--- config.mk ---
export PLATFORM = sky130hd
export DESIGN_NAME = mc_ctrl_fsm
export DESIGN_NICKNAME = d
export VERILOG_FILES = /design/src/rtl/mc_ctrl_fsm_pkg.sv /design/src/rtl/mc_ctrl_outdec.sv /design/src/rtl/mc_ctrl_fsm.sv
export SDC_FILE = /design/constraint.sdc
export NUM_CORES = 1
export LEC_CHECK = 0
export ABC_AREA = 1
export BUFFER_PORTS_ARGS = -buffer_cell sky130_fd_sc_hd__buf_2
export CORE_MARGIN = 1.5
export CORE_UTILIZATION = 37
export CTS_CLUSTER_SIZE = 40
export DETAILED_ROUTE_END_ITERATION = 10
export GPL_TIMING_DRIVEN = 0
export PLACE_DENSITY = 0.73
export SETUP_SLACK_MARGIN = 0.5
export SYNTH_ARGS = -nofsm -noshare
export SYNTH_HDL_FRONTEND = slang
export SYNTH_SLANG_ARGS = --single-unit
export TNS_END_PERCENT = 50
--- constraint.sdc ---
create_clock -name clk -period 1.32 [get_ports clk]
set_clock_uncertainty 0.15 [all_clocks]
set_input_delay 0.066 -clock clk [delete_from_list [all_inputs] [get_ports clk]]
set_output_delay 0.066 -clock clk [all_outputs]
set_load 0.03 [all_outputs]
--- src/rtl/mc_ctrl_fsm_pkg.sv ---
// Shared types and constants for the multi-cycle MIPS control sequencer.
// ALUctrl imports the same ALUOp constants from here.
package mc_pkg;

  localparam int unsigned OP_W    = 6;
  localparam int unsigned ALUOP_W = 3;
  localparam int unsigned STATE_W = 4;
  localparam int unsigned CNT_W   = 32;

  typedef enum logic [STATE_W-1:0] {
    ST_IDLE     = 4'd0,
    ST_FETCH    = 4'd1,
    ST_DECODE   = 4'd2,
    ST_MEM_ADDR = 4'd3,
    ST_MEM_RD   = 4'd4,
    ST_MEM_WB   = 4'd5,
    ST_MEM_WR   = 4'd6,
    ST_EXEC     = 4'd7,
    ST_ALU_WB   = 4'd8,
    ST_BRANCH   = 4'd9,
    ST_JUMP     = 4'd10,
    ST_ADDI_EX  = 4'd11,
    ST_ADDI_WB  = 4'd12,
    ST_ILLEGAL  = 4'd13
  } state_t;

  localparam logic [OP_W-1:0] OP_RTYPE = 6'b000000;
  localparam logic [OP_W-1:0] OP_LW    = 6'b100011;
  localparam logic [OP_W-1:0] OP_SW    = 6'b101011;
  localparam logic [OP_W-1:0] OP_BEQ   = 6'b000100;
  localparam logic [OP_W-1:0] OP_J     = 6'b000010;
  localparam logic [OP_W-1:0] OP_ADDI  = 6'b001000;

  localparam logic [ALUOP_W-1:0] ALUOP_ADD   = 3'b000;
  localparam logic [ALUOP_W-1:0] ALUOP_SUB   = 3'b001;
  localparam logic [ALUOP_W-1:0] ALUOP_FUNCT = 3'b010;
  localparam logic [ALUOP_W-1:0] ALUOP_IDLE  = 3'b101;

  // Datapath control bundle driven by the sequencer.
  typedef struct packed {
    logic               pc_en;
    logic               iord;
    logic               mem_read;
    logic               mem_write;
    logic               ir_write;
    logic               reg_write;
    logic               reg_dst;
    logic               mem_to_reg;
    logic               alu_src_a;
    logic [1:0]         alu_src_b;
    logic [1:0]         pc_source;
    logic [ALUOP_W-1:0] alu_op;
    logic               illegal_op;
  } ctrl_t;

endpackage

--- src/rtl/mc_ctrl_outdec.sv ---
// Combinational decode of sequencer state (plus zero / mem_ready) into the
// datapath control bundle.
module mc_ctrl_outdec
  import mc_pkg::*;
(
  input  state_t i_state,
  input  logic   i_zero,
  input  logic   i_mem_ready,
  output ctrl_t  o_ctrl
);

  always_comb begin
    o_ctrl        = '0;
    o_ctrl.alu_op = ALUOP_IDLE;
    case (i_state)
      ST_FETCH: begin
        // PC and IR update only on the completing cycle, so PC moves once per fetch.
        o_ctrl.mem_read  = 1'b1;
        o_ctrl.alu_src_b = 2'b01;
        o_ctrl.alu_op    = ALUOP_ADD;
        o_ctrl.ir_write  = i_mem_ready;
        o_ctrl.pc_en     = i_mem_ready;
      end
      ST_DECODE: begin
        o_ctrl.alu_src_b = 2'b11;
        o_ctrl.alu_op    = ALUOP_ADD;
      end
      ST_MEM_ADDR, ST_ADDI_EX: begin
        o_ctrl.alu_src_a = 1'b1;
        o_ctrl.alu_src_b = 2'b10;
        o_ctrl.alu_op    = ALUOP_ADD;
      end
      ST_MEM_RD: begin
        o_ctrl.mem_read = 1'b1;
        o_ctrl.iord     = 1'b1;
      end
      ST_MEM_WB: begin
        o_ctrl.reg_write  = 1'b1;
        o_ctrl.mem_to_reg = 1'b1;
      end
      ST_MEM_WR: begin
        o_ctrl.mem_write = 1'b1;
        o_ctrl.iord      = 1'b1;
      end
      ST_EXEC: begin
        o_ctrl.alu_src_a = 1'b1;
        o_ctrl.alu_op    = ALUOP_FUNCT;
      end
      ST_ALU_WB: begin
        o_ctrl.reg_write = 1'b1;
        o_ctrl.reg_dst   = 1'b1;
      end
      ST_BRANCH: begin
        o_ctrl.alu_src_a = 1'b1;
        o_ctrl.alu_op    = ALUOP_SUB;
        o_ctrl.pc_source = 2'b01;
        o_ctrl.pc_en     = i_zero;
      end
      ST_JUMP: begin
        o_ctrl.pc_source = 2'b10;
        o_ctrl.pc_en     = 1'b1;
      end
      ST_ADDI_WB: o_ctrl.reg_write  = 1'b1;
      ST_ILLEGAL: o_ctrl.illegal_op = 1'b1;
      default: ;
    endcase
  end

endmodule

--- src/rtl/mc_ctrl_fsm.sv ---
// Multi-cycle MIPS main control sequencer: state register and next-state logic.
// Optional performance counters enabled with MC_CTRL_PERF_EN.
module mc_ctrl_fsm
  import mc_pkg::*;
(
  input  logic               clk,
  input  logic               rst_n,
  input  logic [OP_W-1:0]    opcode,
  input  logic               zero,
  input  logic               mem_ready,
  output logic               pc_en,
  output logic               iord,
  output logic               mem_read,
  output logic               mem_write,
  output logic               ir_write,
  output logic               reg_write,
  output logic               reg_dst,
  output logic               mem_to_reg,
  output logic               alu_src_a,
  output logic [1:0]         alu_src_b,
  output logic [1:0]         pc_source,
  output logic [ALUOP_W-1:0] alu_op,
  output logic               illegal_op,
  output logic [STATE_W-1:0] state_dbg
`ifdef MC_CTRL_PERF_EN
  ,
  output logic [CNT_W-1:0]   instr_cnt,
  output logic [CNT_W-1:0]   stall_cnt
`endif
);

  state_t r_state;
  state_t w_next;
  ctrl_t  w_ctrl;

  always_ff @(posedge clk or negedge rst_n) begin
    if (!rst_n) r_state <= ST_IDLE;
    else        r_state <= w_next;
  end

  always_comb begin
    w_next = r_state;
    case (r_state)
      ST_IDLE:     w_next = ST_FETCH;
      ST_FETCH:    if (mem_ready) w_next = ST_DECODE;
      ST_DECODE: begin
        case (opcode)
          OP_RTYPE:     w_next = ST_EXEC;
          OP_LW, OP_SW: w_next = ST_MEM_ADDR;
          OP_BEQ:       w_next = ST_BRANCH;
          OP_J:         w_next = ST_JUMP;
          OP_ADDI:      w_next = ST_ADDI_EX;
          default:      w_next = ST_ILLEGAL;
        endcase
      end
      ST_MEM_ADDR: w_next = (opcode == OP_SW) ? ST_MEM_WR : ST_MEM_RD;
      ST_MEM_RD:   if (mem_ready) w_next = ST_MEM_WB;
      ST_MEM_WR:   if (mem_ready) w_next = ST_FETCH;
      ST_EXEC:     w_next = ST_ALU_WB;
      ST_ADDI_EX:  w_next = ST_ADDI_WB;
      ST_MEM_WB, ST_ALU_WB, ST_ADDI_WB,
      ST_BRANCH, ST_JUMP, ST_ILLEGAL:
                   w_next = ST_FETCH;
      default:     w_next = ST_IDLE;
    endcase
  end

  mc_ctrl_outdec u_outdec (
    .i_state     (r_state),
    .i_zero      (zero),
    .i_mem_ready (mem_ready),
    .o_ctrl      (w_ctrl)
  );

  assign pc_en      = w_ctrl.pc_en;
  assign iord       = w_ctrl.iord;
  assign mem_read   = w_ctrl.mem_read;
  assign mem_write  = w_ctrl.mem_write;
  assign ir_write   = w_ctrl.ir_write;
  assign reg_write  = w_ctrl.reg_write;
  assign reg_dst    = w_ctrl.reg_dst;
  assign mem_to_reg = w_ctrl.mem_to_reg;
  assign alu_src_a  = w_ctrl.alu_src_a;
  assign alu_src_b  = w_ctrl.alu_src_b;
  assign pc_source  = w_ctrl.pc_source;
  assign alu_op     = w_ctrl.alu_op;
  assign illegal_op = w_ctrl.illegal_op;
  assign state_dbg  = STATE_W'(r_state);

`ifdef MC_CTRL_PERF_EN
  logic             w_retire;
  logic             w_stall;
  logic [CNT_W-1:0] r_instr_cnt;
  logic [CNT_W-1:0] r_stall_cnt;

  // An instruction retires when a completing state hands back to FETCH; ILLEGAL never retires.
  assign w_retire = (w_next == ST_FETCH) &&
                    (r_state inside {ST_MEM_WB, ST_ALU_WB, ST_ADDI_WB,
                                     ST_MEM_WR, ST_BRANCH, ST_JUMP});
  assign w_stall  = !mem_ready && (r_state inside {ST_FETCH, ST_MEM_RD, ST_MEM_WR});

  always_ff @(posedge clk or negedge rst_n) begin
    if (!rst_n) begin
      r_instr_cnt <= '0;
      r_stall_cnt <= '0;
    end else begin
      if (w_retire) r_instr_cnt <= r_instr_cnt + CNT_W'(1);
      if (w_stall)  r_stall_cnt <= r_stall_cnt + CNT_W'(1);
    end
  end

  assign instr_cnt = r_instr_cnt;
  assign stall_cnt = r_stall_cnt;
`endif

endmodule

Yosys cells after proc, flatten, opt, wreduce, memory -nomap -nowiden. Cells that the tools add are included.

Bits in read-only memories: 0. Memories kept: 0. Latch bits: 0. Input bits: 10. Output and inout port bits: 21. Register bits after elaboration: 4. Bits in writable memories: 0.

Add/subtract/negate cells: 0. Reductions and logical operators: 11. Magnitude comparators: 0. Shift operators: 0. Multiply operators: 0. Mux-type cells: 19. Eq/ne operators: 21. Bitwise logic cells: 0. Div/mod/pow operators: 0.

Operators by type and width (number): case mux 4 bit (8 select lines) (1); == test 4 bit, second input constant (6); case mux 4 bit (5 select lines) (1); == test 4 x 3 -> 1 bit, second input constant (4); == test 6 bit, second input constant (2); 2-to-1 mux 4 bit (3); 2-to-1 mux 1 bit (9); case mux 3 bit (3 select lines) (1); == test 4 x 2 -> 1 bit, second input constant (2); OR reduction 2 bit (4); OR reduction 4 bit (2); OR reduction 7 bit (1); == test 6 x 2 -> 1 bit, second input constant (1); == test 6 x 3 -> 1 bit, second input constant (1); == test 6 x 4 -> 1 bit, second input constant (1); logical NOT 6 bit (1); inequality test 2 bit, second input constant (3); case mux 2 bit (3 select lines) (1); == test 4 x 1 -> 1 bit, second input constant (1); logical NOT 4 bit (1); case mux 2 bit (2 select lines) (1); case mux 1 bit (3 select lines) (1); AND reduction 3 bit (1); OR reduction 3 bit (1); 2-to-1 mux 2 bit (1).

Longest topological paths before layout.
Word-level depth: 4. Mapped depth: 9.

Cells and area by module. A second synthesis with hierarchy kept.

Cells, all modules: 101. Area, all modules: 568.0 µm².

Modules (own cells, without submodules): mc_ctrl_fsm (times used 1, area each 361.6 µm², cells an instance 60); mc_ctrl_outdec (times used 1, area each 206.4 µm², cells an instance 41).

Worst setup path after synthesis. No wires, ideal clock.

Path type: register -> output. From: register r_state[2], in the netlist state_dbg[2]. To: output port pc_en. Slack: -643 ps. Required time: 1104 ps. Arrival: 1747 ps. Stages on the path, launching flop included: 8. Cells stage by stage: dfrtp_1 > buf_6 > nor2_4 > inv_2 > nor2_4 > inv_2 > nor2_1 > a211o_1.

Cells in the longest elaborated chain, start to end: 2. Elaborated cells on any way between the ends: 4. Classes of those cells: eq/ne: 3; mux: 1.

RTL lines: start, declared (line mc_ctrl_fsm.sv:32) `state_t r_state;`; start signal, assigned (line mc_ctrl_fsm.sv:38) `else r_state <= w_next;`; == test 4 bit / == test 4 x 1 -> 1 bit (equally long branches) (line mc_ctrl_outdec.sv:15) `case (i_state)`; case mux 1 bit (3 select lines) (*) (line mc_ctrl_outdec.sv:15); end, declared (line mc_ctrl_fsm.sv:11) `output logic pc_en,`.

Mark *: on every way between the ends. The rest lies on a longest branch, timed or not.

Worst setup path in the final report.
From: register r_state[3], in the netlist state_dbg[3]. To: output port pc_en.

The elaborated chain is that of the path after synthesis.

==> impl_metrics.yaml <==
synth:
  ys_ff_latch: 4
  synthDistinctLibCells: 17
  postSynthCellCount: 94
  ys_seq_area_share_pct: 20.00
  synth_nets: 104
  avgSynthCellArea_sq_um: 5.324
  yosys_warnings: 0
  syn-cell-area_sq_um: 500.5
cts:
  cts_tree: "built"
  ctsHoldBuffers: 1
  cts.sinks: 4
  cts-root-buf: "clkbuf_4"
  worstSkewPairLatency_ns: 0.24
  cts_buffers: 3
  htree_levels: 1
  clock_tree.buffer_depth: 2
  path_clk_slew_ns: 0.04
power:
  powerDensity_nw_per_um2: 2902
  power_frac_seq_pct: 10.0
  p_int_mw: 1.273
  swShare_pct: 56.66
  p_clk_share_pct: 5.2
  netSwitchingPower_mw: 1.664
  leakagePower_nw: 0.5365
  power_frac_comb_pct: 84.8
  irDropWorstVdd_v: 0.001648
global_routing:
  overflow: 0
  grt_pass1_wl_microns: 2587
  track_usage_pct: 24.38
  antenna_found_initial: 0
  grt_max_degree: 7
  grt_pass1_vias: 618
critical_path:
  crit_path_end: "pc_en"
  worstRegToRegCells: 9
  worstSetupStartpoint: "state_dbg[3]$_DFFE_PN0P_"
  rr_endpoint: "state_dbg[1]$_DFFE_PN0P_"
  worstPathArrival_ns: 1.46
  crit_type: "flop to output pin"
  crit_path_max_incr_delay_ns: 0.47
  cp_common_cell: "inv_2"
  crit_required_ns: 1.10
  setup.worst_path.end_class: "output pin"
  crit_fanout: 6
  start_kind: "flop"
  path_cells: "inv_2 -> nor2_2 -> inv_2 -> nor2_4 -> a211o_4 -> buf_6"
  reg2reg_slack_ns: -0.25
  r2r_start: "state_dbg[1]$_DFFE_PN0P_"
  critPathSlowestCell: "dfrtp_2"
sta:
  setup_violations: 21
  rsz0062_at_grt: "yes"
  setup_ws_ns: -0.3564
  slew_headroom_pct: 84.66
  hold_violations: 2
  max_freq_mhz: 596.5
  period_minus_slack_ns: 1.676
  slew_violations: 0
  holdWs_ns: -0.07549
  finalSetupTns_ns: -5.204
  worst-slew-pin-transition_ns: 0.2293
  period_share_pct: 127.0
floorplan:
  fp.dieH_microns: 39.78
  core_area_sq_um: 1285
  core.rowCount: 13
  die_area_sq_um: 1582
  io_pins: 31
  die_w_microns: 39.78
  start_util_pct: 38.95
detailed_routing:
  wl_microns: 1901
  dr.first_iter.drc_count: 23
  vias: 772
  routedWlPerCell_microns: 12.42
  drc: 0
  dr.pass1.iters: 6
  vias_per_cell: 5.046
  ant_nets: 0
final_layout:
  largest_register_ffs: 4
  area_delta_synth_final_pct: 102.2
  layout.nets: 150
  num_antenna_cells: 0
  drive_gt1_share_pct: 58.70
  fillers: 79
  multi_input_area_sq_um: 426.7
  regArea_sq_um: 105.1
  finalInstanceArea_sq_um: 1012
run_status:
  status: "finished, violations left"
  violations: "hold timing, setup timing"
place:
  dp_hpwl_microns: 1135
  gp_congestion: 0.8040
  io_buffers: 30
  dpl_cell_area_sq_um: 744.5
job:
  drv_cap: 0
hold_path:
  min_path_type: "input pin to flop"
## worst min-delay path by stage
stage | startpoint | cells past startpoint | endpoint | slack (ns)
final | mem_ready | 2 | state_dbg[0]$_DFFE_PN0P_ | -0.08
after global routing | mem_ready | 2 | state_dbg[0]$_DFFE_PN0P_ | -0.06
after CTS | mem_ready | 2 | state_dbg[0]$_DFFE_PN0P_ | -0.10
after detailed placement | rst_n | 1 | state_dbg[0]$_DFFE_PN0P_ | -0.27
after global placement | rst_n | 1 | state_dbg[1]$_DFFE_PN0P_ | -0.28
after floorplan | rst_n | 0 | state_dbg[0]$_DFFE_PN0P_ | -0.38
## critical path, delay by kind of cell, from the launching register on
| kind | cells | cell delay (ns) |
|---|---|---|
| AOI/OAI and AO/OA | 1 | 0.32 |
| buffers and inverters | 3 | 0.34 |
| DFF | 1 | 0.47 |
| and+or+nand+nor | 2 | 0.10 |
## what timing repair did
action                                  in CTS  in global routing
gates resized for setup                     41                 12
pin swaps                                    7                  3
hold endpoints to repair                     6                  1
endpoints found under the setup margin      25                 25
setup buffers                                9                  1
## layout make-up
| cell class | instances | area share [%] |
|---|---|---|
| buffer | 1 | 1.112 |
| clock buffer | 3 | 2.225 |
| inverter | 20 | 8.158 |
| multi-input combinational | 69 | 42.15 |
| sequential | 4 | 10.38 |
| tap | 15 | 1.854 |
| timing repair buffer | 41 | 34.12 |
## Yosys cell counts
cell | count | area (sq um)
nand2_1 | 25 | 93.84
nor2_1 | 23 | 86.33
inv_1 | 18 | 67.56
nand3_1 | 5 | 25.02
dfrtp_1 | 4 | 100.1
o21ai_0 | 4 | 20.02
a31oi_1 | 2 | 12.51
inv_2 | 2 | 7.510
nor2_4 | 2 | 22.52
o22ai_1 | 2 | 12.51
a211o_1 | 1 | 8.760
a21oi_1 | 1 | 5.000
a21oi_2 | 1 | 8.760
buf_6 | 1 | 11.26
nand2_2 | 1 | 6.260
o211ai_1 | 1 | 7.510
o21ai_1 | 1 | 5.000
## kinds of logic after synthesis
logic type      synth area share [%]
compound gates                 16.00
buf+inv                        17.25
flops                          20.00
simple gates                   46.75
## cell usage in the layout (no fill, tap or decap), drive strengths merged
master       count
nand3            5
a21oi            2
dfrtp            4
a31oi            2
nor2            25
o211ai           1
clkbuf           3
o22ai            2
dlygate4sd3      1
o21ai            5
a211o            1
inv             20
nand2           26
buf             41
## routing by layer
metal  part of all wire (%)  track usage (%)  wire length, microns  vias to the layer above
li1                       -                -                     -                      376
met1                     39            29.63                   737                      352
met5                      0                0                     0                        -
met4                  0.053            5.172                     1                        0
met3                    6.8            5.114                   129                        2
met2                     54            43.03                  1033                       42
## stage by stage
step                      setup slack [ns]  total power [mW]  utilization [%]  std cells  hold slack [ns]
after floorplan                    -0.2342             1.657                -         94          -0.3796
after global placement             -0.2106             2.037            57.94        139          -0.2800
after detailed placement           -0.2157             2.058            57.94        139          -0.2739
after CTS                          -0.3281             2.738            74.98        152          -0.1046
after global routing               -0.3866             3.117            78.77        153         -0.06392
final                              -0.3564             2.937            78.77        153         -0.07549
## power by group through the flow
stage / clock, mW / sequential (mW) / combinational [mW]
2_1_floorplan: 0 / 0.353 / 1.30
3_3_place_gp: 0 / 0.251 / 1.79
3_5_place_dp: 0 / 0.253 / 1.80
4_1_cts: 0.158 / 0.272 / 2.31
5_1_grt: 0.170 / 0.300 / 2.65
6_report: 0.153 / 0.293 / 2.49
Power figures use the tool's default switching activity.
